===== src/rtl/img_patch_fetch.sv =====
// 2x2 neighbourhood fetcher for the bilinear interpolator: four clamped reads from a
// 1-cycle-latency image RAM, then a held patch on a valid/ready port. Optional: PATCH_FLAT_DETECT_EN.
module img_patch_fetch #(
  parameter int IMG_W     = 64,
  parameter int IMG_H     = 64,
  parameter int COORD_W   = 8,
  parameter int ADDR_W    = 12,
  parameter int FRAC_BITS = 2
) (
  input  logic                 clk,
  input  logic                 rst_n,
  input  logic                 req_valid,
  output logic                 req_ready,
  input  logic [COORD_W-1:0]   req_row,
  input  logic [COORD_W-1:0]   req_col,
  input  logic [FRAC_BITS-1:0] req_frac_r,
  input  logic [FRAC_BITS-1:0] req_frac_c,
  output logic                 mem_rd_en,
  output logic [ADDR_W-1:0]    mem_rd_addr,
  input  logic [7:0]           mem_rd_data,
  output logic                 out_valid,
  input  logic                 out_ready,
  output logic [15:0]          row0_ele,
  output logic [15:0]          row1_ele,
  output logic [FRAC_BITS-1:0] out_frac_r,
  output logic [FRAC_BITS-1:0] out_frac_c,
  output logic                 out_flat,
  output logic [2:0]           dbg_state
);

  // Handshakes: a transfer happens on a rising edge where valid and ready are both 1.
  // valid is never withdrawn before its transfer; data is held stable while valid waits.

  localparam int CW = COORD_W + 1;
  localparam logic [COORD_W:0] MAX_R = CW'(IMG_H - 1);
  localparam logic [COORD_W:0] MAX_C = CW'(IMG_W - 1);

  typedef enum logic [2:0] {
    S_IDLE = 3'd0,
    S_RD00 = 3'd1,
    S_RD01 = 3'd2,
    S_RD10 = 3'd3,
    S_RD11 = 3'd4,
    S_LAST = 3'd5,
    S_HOLD = 3'd6
  } state_t;

  state_t                r_state;
  logic                  r_req_ready;
  logic                  r_mem_rd_en;
  logic [ADDR_W-1:0]     r_mem_rd_addr;
  logic                  r_out_valid;
  logic [7:0]            r_ele00, r_ele01, r_ele10, r_ele11;
  logic [FRAC_BITS-1:0]  r_frac_r, r_frac_c;
  logic [COORD_W:0]      r_row, r_row1, r_col, r_col1;

  logic [COORD_W:0]      w_row_ext, w_col_ext;
  logic [COORD_W:0]      w_row_c, w_col_c, w_row_n, w_col_n;
  logic [ADDR_W-1:0]     w_addr00;

  // Low ADDR_W bits of the product are the same whether formed in ADDR_W or ADDR_W+1 bits.
  function automatic logic [ADDR_W-1:0] pix_addr(input logic [COORD_W:0] row,
                                                  input logic [COORD_W:0] col);
    return ADDR_W'(row) * ADDR_W'(IMG_W) + ADDR_W'(col);
  endfunction

  // One extra bit keeps r=255 from wrapping when clamping and incrementing.
  assign w_row_ext = {1'b0, req_row};
  assign w_col_ext = {1'b0, req_col};
  assign w_row_c   = (w_row_ext > MAX_R) ? MAX_R : w_row_ext;
  assign w_col_c   = (w_col_ext > MAX_C) ? MAX_C : w_col_ext;
  assign w_row_n   = (w_row_c >= MAX_R) ? MAX_R : w_row_c + 1'b1;
  assign w_col_n   = (w_col_c >= MAX_C) ? MAX_C : w_col_c + 1'b1;
  assign w_addr00  = pix_addr(w_row_c, w_col_c);

  always_ff @(posedge clk or negedge rst_n) begin
    if (!rst_n) begin
      r_state       <= S_IDLE;
      r_req_ready   <= 1'b0;
      r_mem_rd_en   <= 1'b0;
      r_mem_rd_addr <= '0;
      r_out_valid   <= 1'b0;
      r_ele00       <= '0;
      r_ele01       <= '0;
      r_ele10       <= '0;
      r_ele11       <= '0;
      r_frac_r      <= '0;
      r_frac_c      <= '0;
      r_row         <= '0;
      r_row1        <= '0;
      r_col         <= '0;
      r_col1        <= '0;
    end else begin
      case (r_state)
        S_IDLE: begin
          if (req_valid && r_req_ready) begin
            r_row         <= w_row_c;
            r_row1        <= w_row_n;
            r_col         <= w_col_c;
            r_col1        <= w_col_n;
            r_frac_r      <= req_frac_r;
            r_frac_c      <= req_frac_c;
            r_mem_rd_en   <= 1'b1;
            r_mem_rd_addr <= w_addr00;
            r_req_ready   <= 1'b0;
            r_state       <= S_RD00;
          end else begin
            r_req_ready   <= 1'b1;
          end
        end
        S_RD00: begin
          r_mem_rd_addr <= pix_addr(r_row, r_col1);
          r_state       <= S_RD01;
        end
        // Read data trails the address by one cycle, so each capture lags its issue state.
        S_RD01: begin
          r_ele00       <= mem_rd_data;
          r_mem_rd_addr <= pix_addr(r_row1, r_col);
          r_state       <= S_RD10;
        end
        S_RD10: begin
          r_ele01       <= mem_rd_data;
          r_mem_rd_addr <= pix_addr(r_row1, r_col1);
          r_state       <= S_RD11;
        end
        S_RD11: begin
          r_ele10     <= mem_rd_data;
          r_mem_rd_en <= 1'b0;
          r_state     <= S_LAST;
        end
        S_LAST: begin
          r_ele11     <= mem_rd_data;
          r_out_valid <= 1'b1;
          r_state     <= S_HOLD;
        end
        S_HOLD: begin
          if (out_ready) begin
            r_out_valid <= 1'b0;
            r_req_ready <= 1'b1;
            r_state     <= S_IDLE;
          end
        end
        default: begin
          r_mem_rd_en <= 1'b0;
          r_out_valid <= 1'b0;
          r_req_ready <= 1'b0;
          r_state     <= S_IDLE;
        end
      endcase
    end
  end

`ifdef PATCH_FLAT_DETECT_EN
  logic r_flat;

  always_ff @(posedge clk or negedge rst_n) begin
    if (!rst_n) begin
      r_flat <= 1'b0;
    end else if (r_state == S_LAST) begin
      r_flat <= (r_ele00 == r_ele01) && (r_ele00 == r_ele10) && (r_ele00 == mem_rd_data);
    end else if (r_state == S_HOLD && out_ready) begin
      r_flat <= 1'b0;
    end
  end

  assign out_flat = r_flat;
`else
  assign out_flat = 1'b0;
`endif

  assign req_ready   = r_req_ready;
  assign mem_rd_en   = r_mem_rd_en;
  assign mem_rd_addr = r_mem_rd_addr;
  assign out_valid   = r_out_valid;
  assign row0_ele    = {r_ele00, r_ele01};
  assign row1_ele    = {r_ele10, r_ele11};
  assign out_frac_r  = r_frac_r;
  assign out_frac_c  = r_frac_c;
  assign dbg_state   = r_state;

endmodule


===== config.mk =====
export PLATFORM = sky130hd
export DESIGN_NAME = img_patch_fetch
export DESIGN_NICKNAME = d
export VERILOG_FILES = /design/src/rtl/img_patch_fetch.sv
export SDC_FILE = /design/constraint.sdc
export NUM_CORES = 1
export LEC_CHECK = 0
export CORE_MARGIN = 2
export CORE_UTILIZATION = 46
export DETAILED_ROUTE_END_ITERATION = 10
export PLACE_DENSITY = 0.75
export SYNTH_ARGS = -nofsm -noshare
export SYNTH_HDL_FRONTEND = slang
export SYNTH_SLANG_ARGS = --single-unit

===== constraint.sdc =====
create_clock -name clk -period 2.5 [get_ports clk]
set_input_delay 0.625 -clock clk [delete_from_list [all_inputs] [get_ports clk]]
set_output_delay 0.625 -clock clk [all_outputs]
set_load 0.03 [all_outputs]

==> reports/qor.txt, run 1 <==
OUTCOME
----------------------------------------------------------------------------------------
Result of the run ......................................................... complete, no violations

FLOORPLANNING
----------------------------------------------------------------------------------------
Die H .....................................................................      98.8 um
Area of the die ...........................................................    9770 um^2
Number of top-level pins ..................................................           87
Initial standard-cell utilization of the core .............................        47.4%
Count of standard-cell rows ...............................................           34
Std-Cell Core Area ........................................................    8720 um^2
Die X-Extent ..............................................................      98.8 um

SYNTHESIS
----------------------------------------------------------------------------------------
Main area contributors after synthesis .................................... sky130_fd_sc_hd__dfrtp_1 50%, sky130_fd_sc_hd__mux2_2 11%, sky130_fd_sc_hd__nor2_1 3.7%
Top post-synthesis cells by count ......................................... 83 x sky130_fd_sc_hd__dfrtp_1, 41 x sky130_fd_sc_hd__nor2_1, 39 x sky130_fd_sc_hd__mux2_2, 28 x sky130_fd_sc_hd__a21oi_1, 26 x sky130_fd_sc_hd__nand2_1
Most common cell in the synthesized netlist ............................... sky130_fd_sc_hd__dfrtp_1
Area fraction of the dominant cell type after synthesis ...................        50.2%
Netlist area before placement .............................................    4140 um^2
Post-synthesis instance total .............................................          380
Library cells used by synthesis ...........................................           55
Async set or reset register ratio after synthesis .........................         100%
Fraction of the yosys area taken by sequential cells ......................        50.2%
Number of flops mapped to enable cells by yosys ...........................            0
Library cell with the largest summed area after synthesis ................. sky130_fd_sc_hd__dfrtp_1
Avg Synthesized Cell Area .................................................    10.9 um^2
Count of state elements after synthesis ...................................           83
Commonest register cell after synthesis ................................... sky130_fd_sc_hd__dfrtp_1
Count of warnings emitted by yosys ........................................            0

SETUP PATH
----------------------------------------------------------------------------------------
Library cell contributing the largest single delay on the critical path ... sky130_fd_sc_hd__dfrtp_2
Biggest fanout along the worst timing path ................................            4
Type of element capturing the critical path ...............................         flop
Type of element launching the critical path ...............................         flop
CP Data Arrival Time ......................................................      2650 ps
Sequence of cells on the critical path .................................... nand3b_1 -> mux2_4 -> ha_2 -> fa_2 -> xor2_1 -> a222oi_1 -> o21ai_1
Endpoint required time on the critical path ...............................      2750 ps
Critical setup path kind .................................................. flop to flop
Delay of the slowest critical-path stage ..................................       410 ps

CLOCK TREE
----------------------------------------------------------------------------------------
Clock tree from TritonCTS .................................................          yes
TritonCTS Sinks ...........................................................           83
Clk pin slew, worst setup/hold paths ......................................        90 ps
Clock root cell ........................................................... sky130_fd_sc_hd__clkbuf_8
Max Buffers Root-to-Sink ..................................................            2
CTS buffer count ..........................................................            9
Insertion delay of the later-clocked pin in the worst-skew pair ...........       360 ps
Depth of the CTS H-tree ...................................................            3

GLOBAL ROUTE
----------------------------------------------------------------------------------------
Pin count of the biggest net entering global routing ......................           48
Number of antenna violations at the first check in global routing .........            0
Via count of the first global-routing pass ................................         3401
Total routing resource utilization after global routing ...................        21.2%
First-pass GRT wire length ................................................     16600 um
Overflow left after global routing ........................................            0

PWR
----------------------------------------------------------------------------------------
Worst vdd ir ..............................................................     0.723 mV
Static leakage ............................................................      2.30 nW
PD cells .................................................................. 1420 nW/um^2

PLACEMENT
----------------------------------------------------------------------------------------
Post-detail-place hpwl ....................................................      7160 um
Placed Instance Area ......................................................    5290 um^2
Total placed cells including tap cells ....................................          585
Buffers added on ports ....................................................           85
GP Congestion .............................................................        0.860

TIMING
----------------------------------------------------------------------------------------
Portion of the clock cycle consumed by the worst path in the final layout .        96.0%
Final critical path time including I/O delays and setup ...................      2400 ps
Peak Freq .................................................................    0.417 GHz
Setup-violating endpoint count in the final report ........................            0
Final hold violation count ................................................            0
Unrepaired setup endpoints after global routing ...........................        false
Max-slew violation count ..................................................            0
Total Neg Setup Slack .....................................................         0 ps
Worst Max-Slew Pin Slew ...................................................       520 ps
Headroom to the max-slew limit ............................................        65.3%
Worst setup skew after layout .............................................      12.2 ps

ROUTE
----------------------------------------------------------------------------------------
Initial detailed-routing violation count ..................................          132
Drc violations ............................................................            0
Met2 wirelength from detailed routing .....................................      4890 um
Antenna violation net count after detailed routing ........................            0
Routed length on met1 .....................................................      4350 um
Routed vias ...............................................................         3271
Routed wire length ........................................................      9820 um
Vias per cell .............................................................         5.43
Number of iterations in the first detailed-routing pass ...................            4
Amount of wire on met3 after detailed routing .............................       409 um
Max layer used ............................................................         met4
Detailed-route wire length per cell .......................................      16.3 um

FINAL LAYOUT
----------------------------------------------------------------------------------------
Fraction of layout cells with a size suffix above 1 .......................        21.1%
Post-route insts no fill ..................................................          602
Area growth from synthesis to final layout ................................        33.8%
Layout net count ..........................................................          533
Final instance area .......................................................    5530 um^2
Number of diodes ..........................................................            0

MIN PATH
----------------------------------------------------------------------------------------
Class of the most critical hold timing path ............................... primary input to async pin

RUN
----------------------------------------------------------------------------------------
Number of maximum-capacitance violations ..................................            0

cell type report:
type	instances	area, um^2
sequential	83	2080
multi-input combinational	274	1950
inverter	4	15.0
timing repair buffer	117	1130
fill	687	3190
clock inverter	7	105
clock buffer	9	124
tap	108	135
worst max-delay path, delay by kind of cell, from the launching register on:
| kind | cells | cell delay (ps) |
|---|---|---|
| AOI/OAI and AO/OA | 2 | 490 |
| and+or+nand+nor | 1 | 300 |
| xor gates and xnor gates | 1 | 170 |
| DFF | 1 | 410 |
| muxes | 1 | 370 |
| adders and majority gates | 2 | 550 |
power breakdown:
| part | internal, W | switching [W] |
|---|---|---|
| Sequential | 0.00197 | 0.000377 |
| Clock | 0.000580 | 0.000529 |
| Combinational | 0.00203 | 0.00239 |
worst paths after layout:
path                                                    to                 startpoint  slack [ps]  depth (start not counted)
worst min register to register   out_frac_c[1]$_DFFE_PN0P_  out_frac_c[1]$_DFFE_PN0P_         510                          1
min in group clk                 out_frac_c[1]$_DFFE_PN0P_  out_frac_c[1]$_DFFE_PN0P_         510                          1
worst max register to register  mem_rd_addr[8]$_DFFE_PN0P_   dbg_state[2]$_DFFE_PN0P_         100                          7
max in group asynchronous           r_ele01[4]$_DFFE_PN0P_                      rst_n        1650                          2
worst max-delay path            mem_rd_addr[8]$_DFFE_PN0P_   dbg_state[2]$_DFFE_PN0P_         100                          7
worst min-delay path                  r_col[7]$_DFFE_PN0P_                      rst_n         220                          1
stage by stage:
stage	hold WS [ps]	total power, W	util, %	worst slack (ps)
after floorplan	329	0.00513	-	-2.01
after global placement	470	0.00666	60.7	-179
after detailed placement	486	0.00679	60.7	-209
after CTS	238	0.00792	63.3	19.2
after global routing	249	0.00836	63.5	24.7
final	223	0.00788	63.5	99.2
cells by family after synthesis:
group           synth area share (%)
compound gates                  12.6
xor+xnor                        2.54
fa+ha+maj                       4.17
buf+inv                         3.54
flops                           50.2
mux                             12.7
other cells                   0.0907
simple gates                    14.1
sequential cells by signal, summed over array words and instances (netlist names):
register,count
out_valid,1
dbg_state,3
r_ele01,8
req_ready,1
r_ele11,8
r_ele00,8
out_frac_r,2
mem_rd_addr,12
out_frac_c,2
r_col1,9
r_col,8
mem_rd_en,1
r_ele10,8
r_row1,6
r_row,6
layer usage:
| metal | track usage, % | vias up |
|---|---|---|
| met1 | 27.4 | 1599 |
| met3 | 4.82 | 17 |
| met4 | 7.38 | 0 |
| met2 | 35.3 | 85 |
| met5 | 0 | - |
| li1 | - | 1570 |
cell usage in the layout, fill, tap and decap left out, drive strengths merged, types with 10 or more instances in the layout:
master / n
a21oi: 28
nand2: 28
buf: 33
dfrtp: 83
nor2: 42
o21ai: 15
mux2: 42
clkdlybuf4s50: 84
nor2b: 10
xnor2: 10
timing repair:
item	4_1_cts	5_1_grt
resized for setup	0	3
setup endpoints to repair	0	1
hold buffers	0	0
setup buffers	0	1
(Power assumes the default switching activity.)
==> inputs of run 2 (changes only) <==
--- a/config.mk
+++ b/config.mk
@@ -6,9 +6,11 @@
 export NUM_CORES = 1
 export LEC_CHECK = 0
 export CORE_MARGIN = 2
-export CORE_UTILIZATION = 46
+export CORE_UTILIZATION = 48
+export CTS_BUF_LIST = sky130_fd_sc_hd__clkbuf_4
 export DETAILED_ROUTE_END_ITERATION = 10
-export PLACE_DENSITY = 0.75
+export PLACE_DENSITY = 0.78
+export SLEW_MARGIN = 40
 export SYNTH_ARGS = -nofsm -noshare
 export SYNTH_HDL_FRONTEND = slang
 export SYNTH_SLANG_ARGS = --single-unit
==> run 2 against run 1 <==
Critical path depth unchanged. Register-to-register slack worse by 70 ps. Fmax down 2.7%. Global-route usage about the same. Setup slack worse by 67 ps. Via count about the same. Final area down 0.52%. Combinational power about the same. Clock-buffer cell count unchanged. Total power down 1.5%. Worst hold slack worse by 50 ps. First-iteration DRC count up 39%. Critical path type unchanged. Largest cell class unchanged. Largest power group unchanged.
==> reports/qor.txt, run 2 (synthesis results as in run 1) <==
OUTCOME
----------------------------------------------------------------------------------------
Result of the run ......................................................... complete, no violations

CLOCK TREE
----------------------------------------------------------------------------------------
CTS buffer count ..........................................................            9
TritonCTS Sinks ...........................................................           83
Insertion delay of the later-clocked pin in the worst-skew pair ...........       430 ps
Clk pin slew, worst setup/hold paths ......................................       140 ps
Number of buffers added to fix hold violations after cts ..................            0
Depth of the CTS H-tree ...................................................            3
Max Buffers Root-to-Sink ..................................................            2
Clock tree from TritonCTS .................................................          yes
Clock root cell ........................................................... sky130_fd_sc_hd__clkbuf_4

TIMING
----------------------------------------------------------------------------------------
Peak Freq .................................................................    0.405 GHz
Setup-violating endpoint count in the final report ........................            0
Max-slew violation count ..................................................            0
Unrepaired setup endpoints after global routing ...........................         true
Portion of the clock cycle consumed by the worst path in the final layout .        98.7%
Worst setup skew after layout .............................................      8.15 ps
Headroom to the max-slew limit ............................................        63.0%
Worst Max-Slew Pin Slew ...................................................       555 ps
Final hold violation count ................................................            0
Final critical path time including I/O delays and setup ...................      2470 ps

ROUTE
----------------------------------------------------------------------------------------
Vias per cell .............................................................         5.51
Drc violations ............................................................            0
Initial detailed-routing violation count ..................................          184
Number of iterations in the first detailed-routing pass ...................            4
Routed wire length ........................................................      9920 um
Detailed-route wire length per cell .......................................      16.7 um
Routed vias ...............................................................         3273
Antenna violation net count after detailed routing ........................            0

FLOORPLANNING
----------------------------------------------------------------------------------------
Number of top-level pins ..................................................           87
Std-Cell Core Area ........................................................    8300 um^2
Die X-Extent ..............................................................      96.8 um
Die H .....................................................................      96.8 um
Initial standard-cell utilization of the core .............................        49.8%
Count of standard-cell rows ...............................................           33
Area of the die ...........................................................    9380 um^2

PWR
----------------------------------------------------------------------------------------
Relative contribution of combinational cells to total power ...............        56.6%
Sequential share of power .................................................        30.3%
Cell-internal power .......................................................    0.00447 W
Net switching share of the total power ....................................        42.4%
Static leakage ............................................................      2.29 nW
PD cells .................................................................. 1410 nW/um^2
Worst vdd ir ..............................................................     0.701 mV
Share of total power in the clock network .................................        13.1%
Overall power consumption .................................................    0.00776 W
Switching pwr .............................................................    0.00329 W

GLOBAL ROUTE
----------------------------------------------------------------------------------------
Pin count of the biggest net entering global routing ......................           43
Number of antenna violations at the first check in global routing .........            0
Via count of the first global-routing pass ................................         3204
Total routing resource utilization after global routing ...................        21.2%
Overflow left after global routing ........................................            0
First-pass GRT wire length ................................................     16100 um

FINAL LAYOUT
----------------------------------------------------------------------------------------
Number of diodes ..........................................................            0
Area growth from synthesis to final layout ................................        33.1%
Multi-input gate area in the final layout .................................    1990 um^2
Layout net count ..........................................................          528
Seq. cell area ............................................................    2080 um^2
Max FFs per register ......................................................           12
Fill count ................................................................          638
Utilization after layout ..................................................        66.3%
Most frequent cells in the layout ......................................... 82 x sky130_fd_sc_hd__clkdlybuf4s50_1, 81 x sky130_fd_sc_hd__dfrtp_1, 41 x sky130_fd_sc_hd__nor2_1, 37 x sky130_fd_sc_hd__mux2_2, 27 x sky130_fd_sc_hd__a21oi_1
Fraction of layout cells with a size suffix above 1 .......................        20.9%
Most frequent standard cell in the layout excluding fill and tap cells .... sky130_fd_sc_hd__clkdlybuf4s50_1

RUN
----------------------------------------------------------------------------------------
Number of maximum-capacitance violations ..................................            0

SETUP PATH
----------------------------------------------------------------------------------------
Critical setup path kind .................................................. flop to flop
Biggest fanout along the worst timing path ................................            3
Endpoint required time on the critical path ...............................      2820 ps
CP Data Arrival Time ......................................................      2780 ps
Worst reg2reg setup slack .................................................        30 ps
Type of element launching the critical path ...............................         flop
Type of element capturing the critical path ...............................         flop

PLACEMENT
----------------------------------------------------------------------------------------
GP Congestion .............................................................        0.901
Buffers added on ports ....................................................           85
Post-detail-place hpwl ....................................................      7150 um

MIN PATH
----------------------------------------------------------------------------------------
Class of the most critical hold timing path ............................... primary input to async pin

run 2: cell count changes in the layout (fill, tap and decap cells not counted), sizes merged:
cell / change
buf: -5
bufinv: +1
clkdlybuf4s50: -2
clkinv: +1
dlymetal6s2s: +2
inv: -2
run 2: power groups by stage:
stage / sequential, W / clock [W] / combinational, W
2_1_floorplan: 0.00322 / 0 / 0.00192
3_3_place_gp: 0.00234 / 0 / 0.00423
3_5_place_dp: 0.00238 / 0 / 0.00431
4_1_cts: 0.00235 / 0.00103 / 0.00434
5_1_grt: 0.00243 / 0.00109 / 0.00469
6_report: 0.00235 / 0.00101 / 0.00440
run 2: what timing repair did:
action / in CTS / in global routing
hold endpoints to repair: 0 / 0
pin swaps: 0 / 7
resized for setup: 0 / 13
buffers inserted: 1 / 2
endpoints found under the setup margin: 1 / 5
run 2: worst paths after layout:
check	start	to	cells after the start
worst max register to register	dbg_state[2]$_DFFE_PN0P_	mem_rd_addr[8]$_DFFE_PN0P_	7
max in group asynchronous	rst_n	r_row[5]$_DFFE_PN0P_	2
worst max-delay path	dbg_state[2]$_DFFE_PN0P_	mem_rd_addr[8]$_DFFE_PN0P_	7
worst min-delay path	rst_n	r_ele11[5]$_DFFE_PN0P_	1
worst min register to register	mem_rd_addr[3]$_DFFE_PN0P_	mem_rd_addr[3]$_DFFE_PN0P_	2
min in group clk	mem_rd_addr[3]$_DFFE_PN0P_	mem_rd_addr[3]$_DFFE_PN0P_	2
run 2: worst max-delay path, cell delays in order, from the launching register on:
cell	delay [ps]
sky130_fd_sc_hd__dfrtp_2	420
sky130_fd_sc_hd__nand3b_1	290
sky130_fd_sc_hd__mux2_4	390
sky130_fd_sc_hd__ha_4	180
sky130_fd_sc_hd__fa_2	390
sky130_fd_sc_hd__xor2_1	180
sky130_fd_sc_hd__a222oi_1	400
sky130_fd_sc_hd__o21ai_1	100
run 2: per-layer routing:
layer / global-route usage (%) / vias to the layer above / wire (um)
li1: - / 1551 / -
met1: 27.8 / 1609 / 4210
met2: 35.6 / 95 / 5020
met3: 3.54 / 18 / 501
met4: 7.69 / 0 / 184
met5: 0 / - / 0
run 2: through the flow:
| stage | instances | cell area [um^2] | setup slack [ps] | hold slack [ps] | TNS [ps] |
|---|---|---|---|---|---|
| 2_1_floorplan | 383 | 4180 | -2.01 | 329 | -2.01 |
| 3_3_place_gp | 575 | 5240 | -168 | 469 | -289 |
| 3_5_place_dp | 575 | 5240 | -300 | 478 | -545 |
| 4_1_cts | 592 | 5430 | 9.42 | 171 | 0 |
| 5_1_grt | 594 | 5510 | -16.2 | 177 | -30.4 |
| 6_report | 594 | 5510 | 32.5 | 174 | 0 |
run 2: layout make-up:
type	count	area share (%)
inverter	4	0.273
timing repair buffer	112	19.9
multi-input combinational	274	36.2
sequential	83	37.8
tap	105	2.39
clock inverter	7	2.25
clock buffer	9	1.23
==> inputs of run 3 (changes only) <==
--- a/config.mk
+++ b/config.mk
@@ -10,6 +10,7 @@
 export CTS_BUF_LIST = sky130_fd_sc_hd__clkbuf_4
 export DETAILED_ROUTE_END_ITERATION = 10
 export PLACE_DENSITY = 0.78
+export SKIP_LAST_GASP = 1
 export SLEW_MARGIN = 40
 export SYNTH_ARGS = -nofsm -noshare
 export SYNTH_HDL_FRONTEND = slang
==> results of run 3 <==
Final layout, timing and power as in run 2 (identical DEF).
